File: config.mk
export PLATFORM = sky130hd
export DESIGN_NAME = ro_adc_packer
export DESIGN_NICKNAME = d
export VERILOG_FILES = /design/src/rtl/ro_pkg.sv /design/src/rtl/ro_half_pack.sv /design/src/rtl/ro_adc_packer.sv
export SDC_FILE = /design/constraint.sdc
export NUM_CORES = 1
export LEC_CHECK = 0
export BUFFER_PORTS_ARGS = -buffer_cell sky130_fd_sc_hd__buf_2
export CAP_MARGIN = 10
export CORE_ASPECT_RATIO = 0.5
export CORE_MARGIN = 2
export CORE_UTILIZATION = 60
export DETAILED_ROUTE_END_ITERATION = 8
export PLACE_DENSITY = 0.84
export RECOVER_POWER = 25
export SLEW_MARGIN = 10
export SYNTH_ARGS = -nofsm -noshare
export SYNTH_HDL_FRONTEND = slang
export SYNTH_SLANG_ARGS = --single-unit
File: constraint.sdc
create_clock -name CLK -period 10.7 [get_ports CLK]
set_input_delay 1.605 -clock CLK [delete_from_list [all_inputs] [get_ports CLK]]
set_output_delay 1.605 -clock CLK [all_outputs]
set_load 0.02 [all_outputs]
File: src/rtl/ro_pkg.sv
// ---------------------------------------------------------------------------
// ro_pkg
// Shared definitions for the ADC row packer:
//   - one-hot packer state encoding (same style as the readout FSM)
//   - default header tag byte
//   - half-word / word widths
//   - row header assembly function
// ---------------------------------------------------------------------------
package ro_pkg;

    typedef enum logic [2:0] {
        P_IDLE = 3'b001,
        P_HDR  = 3'b010,
        P_DATA = 3'b100
    } ro_state_t;

    localparam logic [7:0] RO_HDR_TAG = 8'hA5;
    localparam int         RO_HALF_W  = 16;
    localparam int         RO_WORD_W  = 32;

    // Row header layout: tag byte, low byte of the frame counter, row index.
    function automatic logic [RO_WORD_W-1:0] ro_make_hdr(
        input logic [7:0]  tag,
        input logic [7:0]  frame_lo,
        input logic [15:0] row
    );
        return {tag, frame_lo, row};
    endfunction

endpackage

File: src/rtl/ro_half_pack.sv
// ---------------------------------------------------------------------------
// ro_half_pack
// Packs zero-extended ADC samples two per 32-bit word.
// Even-indexed samples are parked in a hold register (low half); the next
// odd-indexed sample completes the word {sample, hold}. A final sample that
// lands on an even index is flushed on its own as {16'h0000, sample}.
// The emit/word outputs are combinational; the parent registers them.
//
// Ports:
//   i_clk     clock
//   i_rst     asynchronous active-high reset (clears hold and toggle)
//   i_clr     start of a row: the sample pushed in this cycle is index 0
//   i_push    a sample is presented on i_sample this cycle
//   i_last    the pushed sample is the final one of the row
//   i_sample  raw ADC sample (ADC_W bits)
//   o_emit    a complete word is available on o_word this cycle
//   o_word    packed 32-bit word
// ---------------------------------------------------------------------------
module ro_half_pack
    import ro_pkg::*;
#(
    parameter int ADC_W = 12
) (
    input  logic                 i_clk,
    input  logic                 i_rst,
    input  logic                 i_clr,
    input  logic                 i_push,
    input  logic                 i_last,
    input  logic [ADC_W-1:0]     i_sample,
    output logic                 o_emit,
    output logic [RO_WORD_W-1:0] o_word
);

    logic [RO_HALF_W-1:0] w_samp16;
    logic [RO_HALF_W-1:0] r_hold;
    logic                 r_odd;
    logic                 w_odd;

    // Zero-extend the sample to a half word bit by bit.
    genvar gi;
    generate
        for (gi = 0; gi < RO_HALF_W; gi++) begin : g_zext
            if (gi < ADC_W) begin : g_bit
                assign w_samp16[gi] = i_sample[gi];
            end else begin : g_zero
                assign w_samp16[gi] = 1'b0;
            end
        end
    endgenerate

    // A row start forces the current sample to be treated as even, so any
    // leftover toggle state from an earlier row can never pair across rows.
    assign w_odd = i_clr ? 1'b0 : r_odd;

    always_comb begin
        o_emit = 1'b0;
        o_word = {w_samp16, r_hold};
        if (i_push) begin
            if (w_odd) begin
                o_emit = 1'b1;
            end else if (i_last) begin
                o_emit = 1'b1;
                o_word = {{RO_HALF_W{1'b0}}, w_samp16};
            end
        end
    end

    always_ff @(posedge i_clk or posedge i_rst) begin
        if (i_rst) begin
            r_hold <= '0;
            r_odd  <= 1'b0;
        end else if (i_push) begin
            if (!w_odd) begin
                r_hold <= w_samp16;
            end
            // After a pair or a final flush the next sample is even again.
            r_odd <= ~w_odd & ~i_last;
        end else if (i_clr) begin
            r_odd <= 1'b0;
        end
    end

endmodule

File: src/rtl/ro_adc_packer.sv
// ---------------------------------------------------------------------------
// ro_adc_packer
// Per-channel ADC row packer. After a frame_start trigger it emits, for each
// row, one header word followed by the row's samples packed two per word,
// and writes everything into the readout FIFO.
//
// Ports:
//   CLK            ADC output clock (all inputs already in this domain)
//   rst            asynchronous active-high reset
//   frame_start    one-cycle trigger; accepted only while idle
//   adc_dat        ADC sample
//   adc_dat_valid  sample qualifier
//   NUM_SAMP       samples per row (low 16 bits used, latched at trigger)
//   NUM_ROW        rows per frame  (low 16 bits used, latched at trigger)
//   fifo_full      FIFO full flag
//   fifo_din       packed word to the FIFO
//   fifo_wr        FIFO write strobe
//   busy           frame in progress
//   frame_done     pulse together with the last word of a frame
//   overflow       sticky: a write happened while the FIFO was full
//   frame_cnt      completed-frame counter (wraps)
// ---------------------------------------------------------------------------
module ro_adc_packer
    import ro_pkg::*;
#(
    parameter int         ADC_W   = 12,
    parameter logic [7:0] HDR_TAG = RO_HDR_TAG
) (
    input  logic                 CLK,
    input  logic                 rst,
    input  logic                 frame_start,
    input  logic [ADC_W-1:0]     adc_dat,
    input  logic                 adc_dat_valid,
    input  logic [31:0]          NUM_SAMP,
    input  logic [31:0]          NUM_ROW,
    input  logic                 fifo_full,
    output logic [RO_WORD_W-1:0] fifo_din,
    output logic                 fifo_wr,
    output logic                 busy,
    output logic                 frame_done,
    output logic                 overflow,
    output logic [15:0]          frame_cnt
);

    ro_state_t r_state;
    ro_state_t w_state_next;

    logic [15:0]          r_num_samp;
    logic [15:0]          r_num_row;
    logic [15:0]          r_row_cnt;
    logic [15:0]          r_samp_cnt;
    logic [RO_WORD_W-1:0] r_fifo_din;
    logic                 r_fifo_wr;
    logic                 r_busy;
    logic                 r_frame_done;
    logic                 r_overflow;
    logic [15:0]          r_frame_cnt;

    logic                 w_accept;
    logic                 w_hdr_wr;
    logic                 w_push;
    logic                 w_last;
    logic                 w_row_end;
    logic                 w_frame_end;
    logic                 w_emit;
    logic [RO_WORD_W-1:0] w_word;

    // Only the low halves of the size inputs take part in the comparisons.
    logic w_unused_hi;
    assign w_unused_hi = ^{NUM_SAMP[31:16], NUM_ROW[31:16]};

    // ------------------------------------------------------------------
    // Next-state and per-cycle strobes
    // ------------------------------------------------------------------
    always_comb begin
        w_state_next = r_state;
        w_accept     = 1'b0;
        w_hdr_wr     = 1'b0;
        w_push       = 1'b0;
        w_last       = 1'b0;
        w_row_end    = 1'b0;
        w_frame_end  = 1'b0;
        case (r_state)
            P_IDLE: begin
                if (frame_start) begin
                    w_accept     = 1'b1;
                    w_state_next = P_HDR;
                end
            end
            P_HDR: begin
                // Header goes out next cycle; a sample here is index 0 and
                // can never be the last one because a row has >= 2 samples.
                w_hdr_wr     = 1'b1;
                w_push       = adc_dat_valid;
                w_state_next = P_DATA;
            end
            P_DATA: begin
                if (adc_dat_valid) begin
                    w_push = 1'b1;
                    w_last = (r_samp_cnt == (r_num_samp - 16'd1));
                    if (w_last) begin
                        w_row_end = 1'b1;
                        if (r_row_cnt == (r_num_row - 16'd1)) begin
                            w_frame_end  = 1'b1;
                            w_state_next = P_IDLE;
                        end else begin
                            w_state_next = P_HDR;
                        end
                    end
                end
            end
            default: begin
                w_state_next = P_IDLE;
            end
        endcase
    end

    ro_half_pack #(
        .ADC_W (ADC_W)
    ) u_half_pack (
        .i_clk    (CLK),
        .i_rst    (rst),
        .i_clr    (w_hdr_wr),
        .i_push   (w_push),
        .i_last   (w_last),
        .i_sample (adc_dat),
        .o_emit   (w_emit),
        .o_word   (w_word)
    );

    // ------------------------------------------------------------------
    // State, counters and registered FIFO interface
    // ------------------------------------------------------------------
    always_ff @(posedge CLK or posedge rst) begin
        if (rst) begin
            r_state      <= P_IDLE;
            r_num_samp   <= '0;
            r_num_row    <= '0;
            r_row_cnt    <= '0;
            r_samp_cnt   <= '0;
            r_fifo_din   <= '0;
            r_fifo_wr    <= 1'b0;
            r_busy       <= 1'b0;
            r_frame_done <= 1'b0;
            r_overflow   <= 1'b0;
            r_frame_cnt  <= '0;
        end else begin
            r_state      <= w_state_next;
            r_frame_done <= w_frame_end;
            // Header and data cycles are mutually exclusive, so at most one
            // write per cycle.
            r_fifo_wr    <= w_hdr_wr | w_emit;

            if (w_hdr_wr) begin
                r_fifo_din <= ro_make_hdr(HDR_TAG, r_frame_cnt[7:0], r_row_cnt);
            end else if (w_emit) begin
                r_fifo_din <= w_word;
            end

            if (w_accept) begin
                r_num_samp <= NUM_SAMP[15:0];
                r_num_row  <= NUM_ROW[15:0];
                r_row_cnt  <= '0;
                r_busy     <= 1'b1;
            end

            if (w_hdr_wr) begin
                r_samp_cnt <= w_push ? 16'd1 : 16'd0;
            end else if (w_push) begin
                r_samp_cnt <= r_samp_cnt + 16'd1;
            end

            if (w_row_end && !w_frame_end) begin
                r_row_cnt <= r_row_cnt + 16'd1;
            end

            if (w_frame_end) begin
                r_busy      <= 1'b0;
                r_frame_cnt <= r_frame_cnt + 16'd1;
            end

            // The word is still presented when the FIFO is full; the FIFO
            // drops it and we only remember that it happened. A write seen
            // in the same cycle as a new trigger keeps the flag set.
            if (r_fifo_wr && fifo_full) begin
                r_overflow <= 1'b1;
            end else if (w_accept) begin
                r_overflow <= 1'b0;
            end
        end
    end

    assign fifo_din   = r_fifo_din;
    assign fifo_wr    = r_fifo_wr;
    assign busy       = r_busy;
    assign frame_done = r_frame_done;
    assign overflow   = r_overflow;
    assign frame_cnt  = r_frame_cnt;

endmodule
==> results of run 1 <==
[routing by layer]
metal	part of all wire (%)	wire length (um)	track usage, %
met1	44	7070	36.4
met2	48	7810	44.9
met3	6.9	1120	5.81
met4	1.5	240	10.1
met5	0	0	0
[sequential cells by signal (all words and copies together) (netlist names)]
signal and flops:
overflow 1, u_half_pack.r_odd 1, frame_cnt 16, busy 1
r_state 3, fifo_din 29, r_num_row 16, frame_done 1
r_samp_cnt 16, r_row_cnt 16, fifo_wr 1, r_num_samp 16
u_half_pack.r_hold 12
[worst paths after layout]
kind / end / startpoint / depth (start not counted)
setup / recovery: fifo_din[24] / adc_dat_valid / 8
hold / removal: frame_cnt[15] / frame_cnt[15] / 1
setup reg to reg: fifo_din[24] / r_state[2] / 9
hold reg to reg: frame_cnt[15] / frame_cnt[15] / 1
max in group asynchronous: r_num_row[10] / rst / 3
min in group asynchronous: frame_cnt[13] / rst / 2
[worst reg2reg max path: cells and delay by family (launching register included)]
family | cells | cell delay (ns)
AO/OA/AOI/OAI | 2 | 1.16
buffers and inverters | 1 | 0.24
flip-flops | 1 | 0.44
multiplexers | 1 | 0.07
AND/OR/NAND/NOR | 5 | 1.53
[logic make-up (layout without fill, tap and decap cells)]
family / after synthesis / after routing
adder cells (fa/ha/maj): 5 / 5
buffers and inverters: 60 / 150
AND/OR/NAND/NOR: 300 / 300
flip-flops: 129 / 129
AO/OA/AOI/OAI: 136 / 136
XOR/XNOR: 75 / 75
multiplexers: 15 / 15
other: 1 / 2
[through the flow]
step           cells  worst slack (ns)
6_report         957              6.85
5_1_grt          957              6.48
4_1_cts          957              6.95
3_5_place_dp     925              6.50
3_3_place_gp     925              6.58
2_1_floorplan    722              5.66
[cell type report]
cell class	count	area (um2)
timing repair buffer	103	510
clock inverter	14	143
inverter	15	57.6
fill	806	3140
tap	145	181
multi-input combinational	533	3410
sequential	129	3230
clock buffer	18	439
[synth_stat cells, types with 3 or more instances]
library cell	number	area share [%]
nand2_1	136	7.4
dfrtp_1	128	46
xor2_1	40	5.1
nor2_1	38	2.1
xnor2_1	35	4.4
o21ai_0	31	2.2
clkbuf_1	27	1.5
nand3_1	27	2.0
a21oi_1	24	1.7
nor3_1	17	1.2
a22o_1	15	1.9
inv_1	15	0.81
a221o_1	12	1.7
mux2_2	12	2.0
and3_1	11	1.0
a21o_1	10	1.1
nand2b_1	9	0.81
nor4_1	9	0.81
or3_1	7	0.63
nand4_1	6	0.54
o21bai_1	6	0.65
a22oi_1	5	0.54
buf_4	5	0.54
ha_1	5	0.91
o22ai_1	5	0.45
a31oi_1	4	0.36
buf_2	4	0.29
buf_6	4	0.65
nor4b_1	4	0.51
o211ai_1	4	0.43
and2_1	3	0.27
clkbuf_8	3	0.60
mux2i_1	3	0.43
nand3b_1	3	0.33
nor3b_1	3	0.33
or2_2	3	0.27
or4_1	3	0.33
[where the power goes]
part | switching [mW] | internal (mW) | total [mW]
logic | 0.370 | 0.264 | 0.634
clock network | 0.238 | 0.333 | 0.571
registers | 0.147 | 0.622 | 0.768
==> flow_summary_export.csv, run 1 <==
group,metric,value,unit
run_status,status,"finished, violations left",
run_status,violations,"max-capacitance violations, max-slew violations",
timing,finClkSkew,0.00991,ns
critical_path,cp_cell_sequence,"clkbuf_1 > a21boi_0 > a21boi_1 > buf_4 > nand2_1 > nor4_4 > nand2b_1 > mux2i_1",
global_route,grt_max_degree,74,
die,fp.dieH,79.9,um
global_route,grt_usage,27.4,%
timing,maxSlewViolCount,95,
yosys,synth_top_family_by_area,"simple AND/OR/NAND/NOR gates",
power,p_leak,3.80,nW
routing,firstDrtPassIters,5,
clock_network,cts_tree,"done",
critical_path,r2r_slack,7.13,ns
critical_path,critPathBufInv,2,
yosys,ys.warnings.count,0,
critical_path,crit_path_start_kind,"input pin",
clock_network,cts_hold_buffers,0,
layout,fin_util,71.7,%
timing,finalSetupTns,0,ns
timing,whs,0.464,ns
critical_path,cp.required,10.99,ns
clock_network,cts_buffer_depth,2,
yosys,syn-cell-area,6910,um2
yosys,synthFlopType,"dfrtp_1",
yosys,async_flop_share,100,%
critical_path,crit_slowest_cell,"a21boi_0",
timing,maxSlewHeadroom,-72.8,%
routing,drc,0,
critical_path,arrival,4.14,ns
placed_design,dpl-instance-area,7400,um2
clock_network,clock_latency,0.43,ns
timing,rsz0062_at_grt,"false",
clock_network,htree_levels,4,
yosys,syn-instance-count,721,
yosys,muxShareOfSynthArea,2.39,%
routing,drtIter0Drc,424,
global_route,grt_first_pass_wirelength,26.6,mm
routing,num_vias,5715,
yosys,ys_types,71,
timing,final-hold-violation-count,0,
layout,fin_area,7970,um2
critical_path,crit_fanout,13,
die,start_util,62.2,%
layout,final_layout_size_suffix_gt1_share,20.1,%
yosys,synth_compound_area_share,14.0,%
yosys,synthXorXnorAreaFrac,9.50,%
flow_run,max_cap_violations,2,
clock_network,cts.sinks,129,
yosys,synth_fa_ha_area_share,0.905,%
critical_path,critPathKind,"input pin to flip-flop",
power,p_total,1.97,mW
routing,ant_nets,0,
global_route,antenna_found_initial,0,
timing,finalCriticalPeriod,3.85,ns
placed_design,port_buffers,98,
critical_path,crit_family,"compound AO/OA/AOI/OAI gates",
yosys,ys_seq_area_share,46.7,%
die,fp.dieArea,12400,um2
layout,finalNetCount,885,
die,ios,133,
layout,final_cell_mix,"nand2_1 (136), dfrtp_1 (128), buf_2 (87)",
global_route,grt_overflow,0,
yosys,synth_enable_flop_cells,0,
critical_path,cp-end-kind,"flip-flop",
timing,period_share,36.0,%
layout,diodes,0,
clock_network,cts_setup_buffers,0,
routing,drt_wl_total,16.2,mm
routing,wl_per_cell,17.0,um
die,row_count,27,
die,die-width,156,um
placed_design,gp_congestion,0.902,
power,max-vdd-ir-drop,0.000144,V
timing,worst_slew_pin_slew,2.58,ns
yosys,ys_ff_latch,129,
layout,final_common_cell,"nand2_1",
power,powerDensity,247,nW/um2
clock_network,cts_resized,0,
timing,setup_viol,0,
clock_network,cts_buffers,17,
yosys,synth-simple-area-share,22.0,%
layout,syn2layout_area_growth,15.3,%
die,coreArea,11100,um2
yosys,postSynthAreaPerCell,9.59,um2
clock_network,ctsRootBufferMaster,"clkbuf_16",
timing,clock.fmax,260,MHz
min_path,worstHoldPathType,"flip-flop to flip-flop",
placed_design,hpwl,10.8,mm
global_route,grt_pass1_vias,5534,
critical_path,cpPeakStageDelay,0.79,ns
clock_network,path_clk_slew,0.06,ns
routing,vias_per_cell,5.97,
No activity file was read; power rests on OpenSTA's default activity.
==> run 2: changes to the inputs <==
--- a/config.mk
+++ b/config.mk
@@ -9,9 +9,9 @@
 export CAP_MARGIN = 10
 export CORE_ASPECT_RATIO = 0.5
 export CORE_MARGIN = 2
-export CORE_UTILIZATION = 60
+export CORE_UTILIZATION = 50
 export DETAILED_ROUTE_END_ITERATION = 8
-export PLACE_DENSITY = 0.84
+export PLACE_DENSITY = 0.74
 export RECOVER_POWER = 25
 export SLEW_MARGIN = 10
 export SYNTH_ARGS = -nofsm -noshare
==> constraint.sdc (replaced) <==
create_clock -name CLK -period 3.2 [get_ports CLK]
set_input_delay 0.48 -clock CLK [delete_from_list [all_inputs] [get_ports CLK]]
set_output_delay 0.48 -clock CLK [all_outputs]
set_load 0.02 [all_outputs]
==> run 2 against run 1 <==
- the run still ends with max-capacitance violations, max-slew violations left
- critical path depth is 6 higher
- sequential cell count stayed put
- setup slack worse by 6.7 ns
- largest cell class unchanged
==> flow_summary_export.csv, run 2 (synthesized netlist as in run 1, its figures left out) <==
group,metric,value,unit
timing,finalCriticalPeriod,3.08,ns
min_path,min_to,"r_num_row[3]",
layout,largest_register_ff_count,29,
clock_network,cts_hold_buffers,0,
critical_path,r2r_slack,0.12,ns
placed_design,port_buffers,98,
layout,fill_cells,1106,
timing,worst_slew_pin_slew,1.74,ns
routing,wl_per_cell,16.7,um
timing,period_share,96.2,%
critical_path,cp_cell_sequence,"inv_1 > ha_1 > or4b_4 > buf_4 > a2bb2oi_1 > a31oi_1 > o2111ai_2 > a2111oi_4 > buf_4 > nand4bb_4 > buf_12 > clkinvlp_4 > nand2_1 > xnor2_1",
timing,clock.fmax,325,MHz
layout,final_layout_size_suffix_gt1_share,26.7,%
critical_path,critPathBufInv,5,
layout,syn2layout_area_growth,22.2,%
routing,drc,0,
layout,final_cell_mix,"nand2_1 (136), dfrtp_1 (127), buf_2 (97)",
flow_run,max_cap_violations,1,
timing,finClkSkew,0.0127,ns
power,powerDensity,835,nW/um2
min_path,whs_path_depth,3,
min_path,hold_start,"NUM_ROW[3]",
critical_path,critPathKind,"flip-flop to flip-flop",
power,p_leak,4.07,nW
clock_network,cts_buffers,17,
routing,ant_nets,0,
die,die-width,170,um
timing,final-hold-violation-count,0,
run_status,status,"finished, violations left",
critical_path,crit_family,"compound AO/OA/AOI/OAI gates",
die,fp.dieArea,14800,um2
clock_network,path_clk_slew,0.06,ns
critical_path,r2r_end,"frame_cnt[3]",
clock_network,cts.sinks,129,
global_route,grt_first_pass_wirelength,27.8,mm
global_route,grt_overflow,0,
placed_design,gp_congestion,0.859,
layout,diodes,0,
die,ios,133,
critical_path,crit_fanout,15,
routing,drt_wl_total,17.0,mm
clock_network,cts_buffer_depth,2,
timing,setup_viol,0,
critical_path,cp-startpoint,"r_num_row[1]",
global_route,grt_pass1_vias,5683,
placed_design,hpwl,11.8,mm
routing,firstDrtPassIters,5,
critical_path,crit_slowest_cell,"or4b_4",
critical_path,rr_worst_depth,14,
die,row_count,30,
routing,num_vias,5817,
placed_design,pre_cts_ws,-0.0220,ns
critical_path,cp.required,3.49,ns
run_status,violations,"max-capacitance violations, max-slew violations",
die,fp.dieH,87.1,um
die,start_util,51.1,%
layout,fin_util,62.5,%
clock_network,htree_levels,4,
critical_path,arrival,3.37,ns
timing,rsz0062_at_grt,"true",
min_path,worstHoldPathType,"input pin to flip-flop",
timing,maxSlewViolCount,37,
critical_path,crit_path_start_kind,"flip-flop",
critical_path,timing.rr.start,"r_num_row[1]",
clock_network,clock_latency,0.42,ns
layout,final_common_cell,"nand2_1",
global_route,antenna_found_initial,0,
clock_network,cts_tree,"done",
routing,drtIter0Drc,533,
timing,worst_slack,0.121,ns
clock_network,ctsRootBufferMaster,"clkbuf_16",
routing,vias_per_cell,5.69,
critical_path,cp-end-kind,"flip-flop",
critical_path,path_common_cell,"buf_4",
layout,finalNetCount,919,
global_route,grt_max_degree,52,
die,coreArea,13500,um2
power,max-vdd-ir-drop,0.000473,V
timing,maxSlewHeadroom,-16.8,%
critical_path,cpPeakStageDelay,0.50,ns
global_route,grt_usage,23.8,%
-- run 2: cell count changes in the layout (fill, tap and decap cells not counted), sizes merged --
cell      before  now
clkbuf        30   19
buf           91  135
clkinv         2    1
clkinvlp       4    5
inv           22   21
bufinv         1    3
-- run 2: how the worst max path moves through the flow --
stage,to,slack [ns],cells past startpoint
3_5_place_dp,r_row_cnt[1],-0.02,10
4_1_cts,r_row_cnt[2],0.005,12
3_3_place_gp,r_row_cnt[8],0.1,10
2_1_floorplan,r_row_cnt[10],0.22,12
5_1_grt,frame_cnt[3],-0.01,14
6_report,frame_cnt[3],0.12,14
-- run 2: timing repair --
| action | in CTS | in global routing |
|---|---|---|
| endpoints found under the setup margin | 15 | 47 |
| pin swaps | 1 | 3 |
| resized for setup | 2 | 24 |
| buffers inserted | 0 | 7 |
-- run 2: cell type report --
type,count,area (um2),area share [%]
Sequential cell,129,3230,38.3
Timing Repair Buffer,137,808,9.57
Tap cell,176,220,2.61
Multi-Input combinational cell,533,3500,41.5
Clock buffer,17,425,5.04
Inverter,15,61.3,0.726
Clock inverter,15,196,2.33
-- run 2: stage by stage --
| stage | power (mW) | std cells | area (um2) | TNS (ns) | hold slack, ns |
|---|---|---|---|---|---|
| after global routing | 7.45 | 1022 | 8450 | -0.0200 | 0.241 |
| after detailed placement | 4.86 | 983 | 7680 | -0.0956 | 0.451 |
| after global placement | 4.76 | 983 | 7680 | 0 | 0.455 |
| after CTS | 6.94 | 1015 | 8310 | 0 | 0.246 |
| final | 7.05 | 1022 | 8450 | 0 | 0.251 |
| after floorplan | 4.16 | 722 | 6920 | 0 | 0.467 |
-- run 2: power by group --
| part | internal, mW | switching, mW | total [mW] | leakage, nW |
|---|---|---|---|---|
| registers | 2.08 | 0.417 | 2.50 | 1.69 |
| logic | 1.08 | 1.40 | 2.49 | 2.09 |
| clock network | 1.25 | 0.814 | 2.07 | 0.296 |
| total | 4.42 | 2.63 | 7.05 | 4.07 |
-- run 2: worst register-to-register path: cells and delay by family (launching register included) --
family	cells	cell delay (ns)
compound gates	4	0.83
xor+xnor	1	0.14
flops	1	0.39
fa+ha+maj	1	0.16
buf+inv	5	0.74
simple gates	3	0.71
-- run 2: layer usage --
metal  global-route usage [%]  wire length [um]
met1                     32.2              7860
met2                     38.8              8150
met3                     5.91               836
met4                     5.98               192
met5                        0                 0
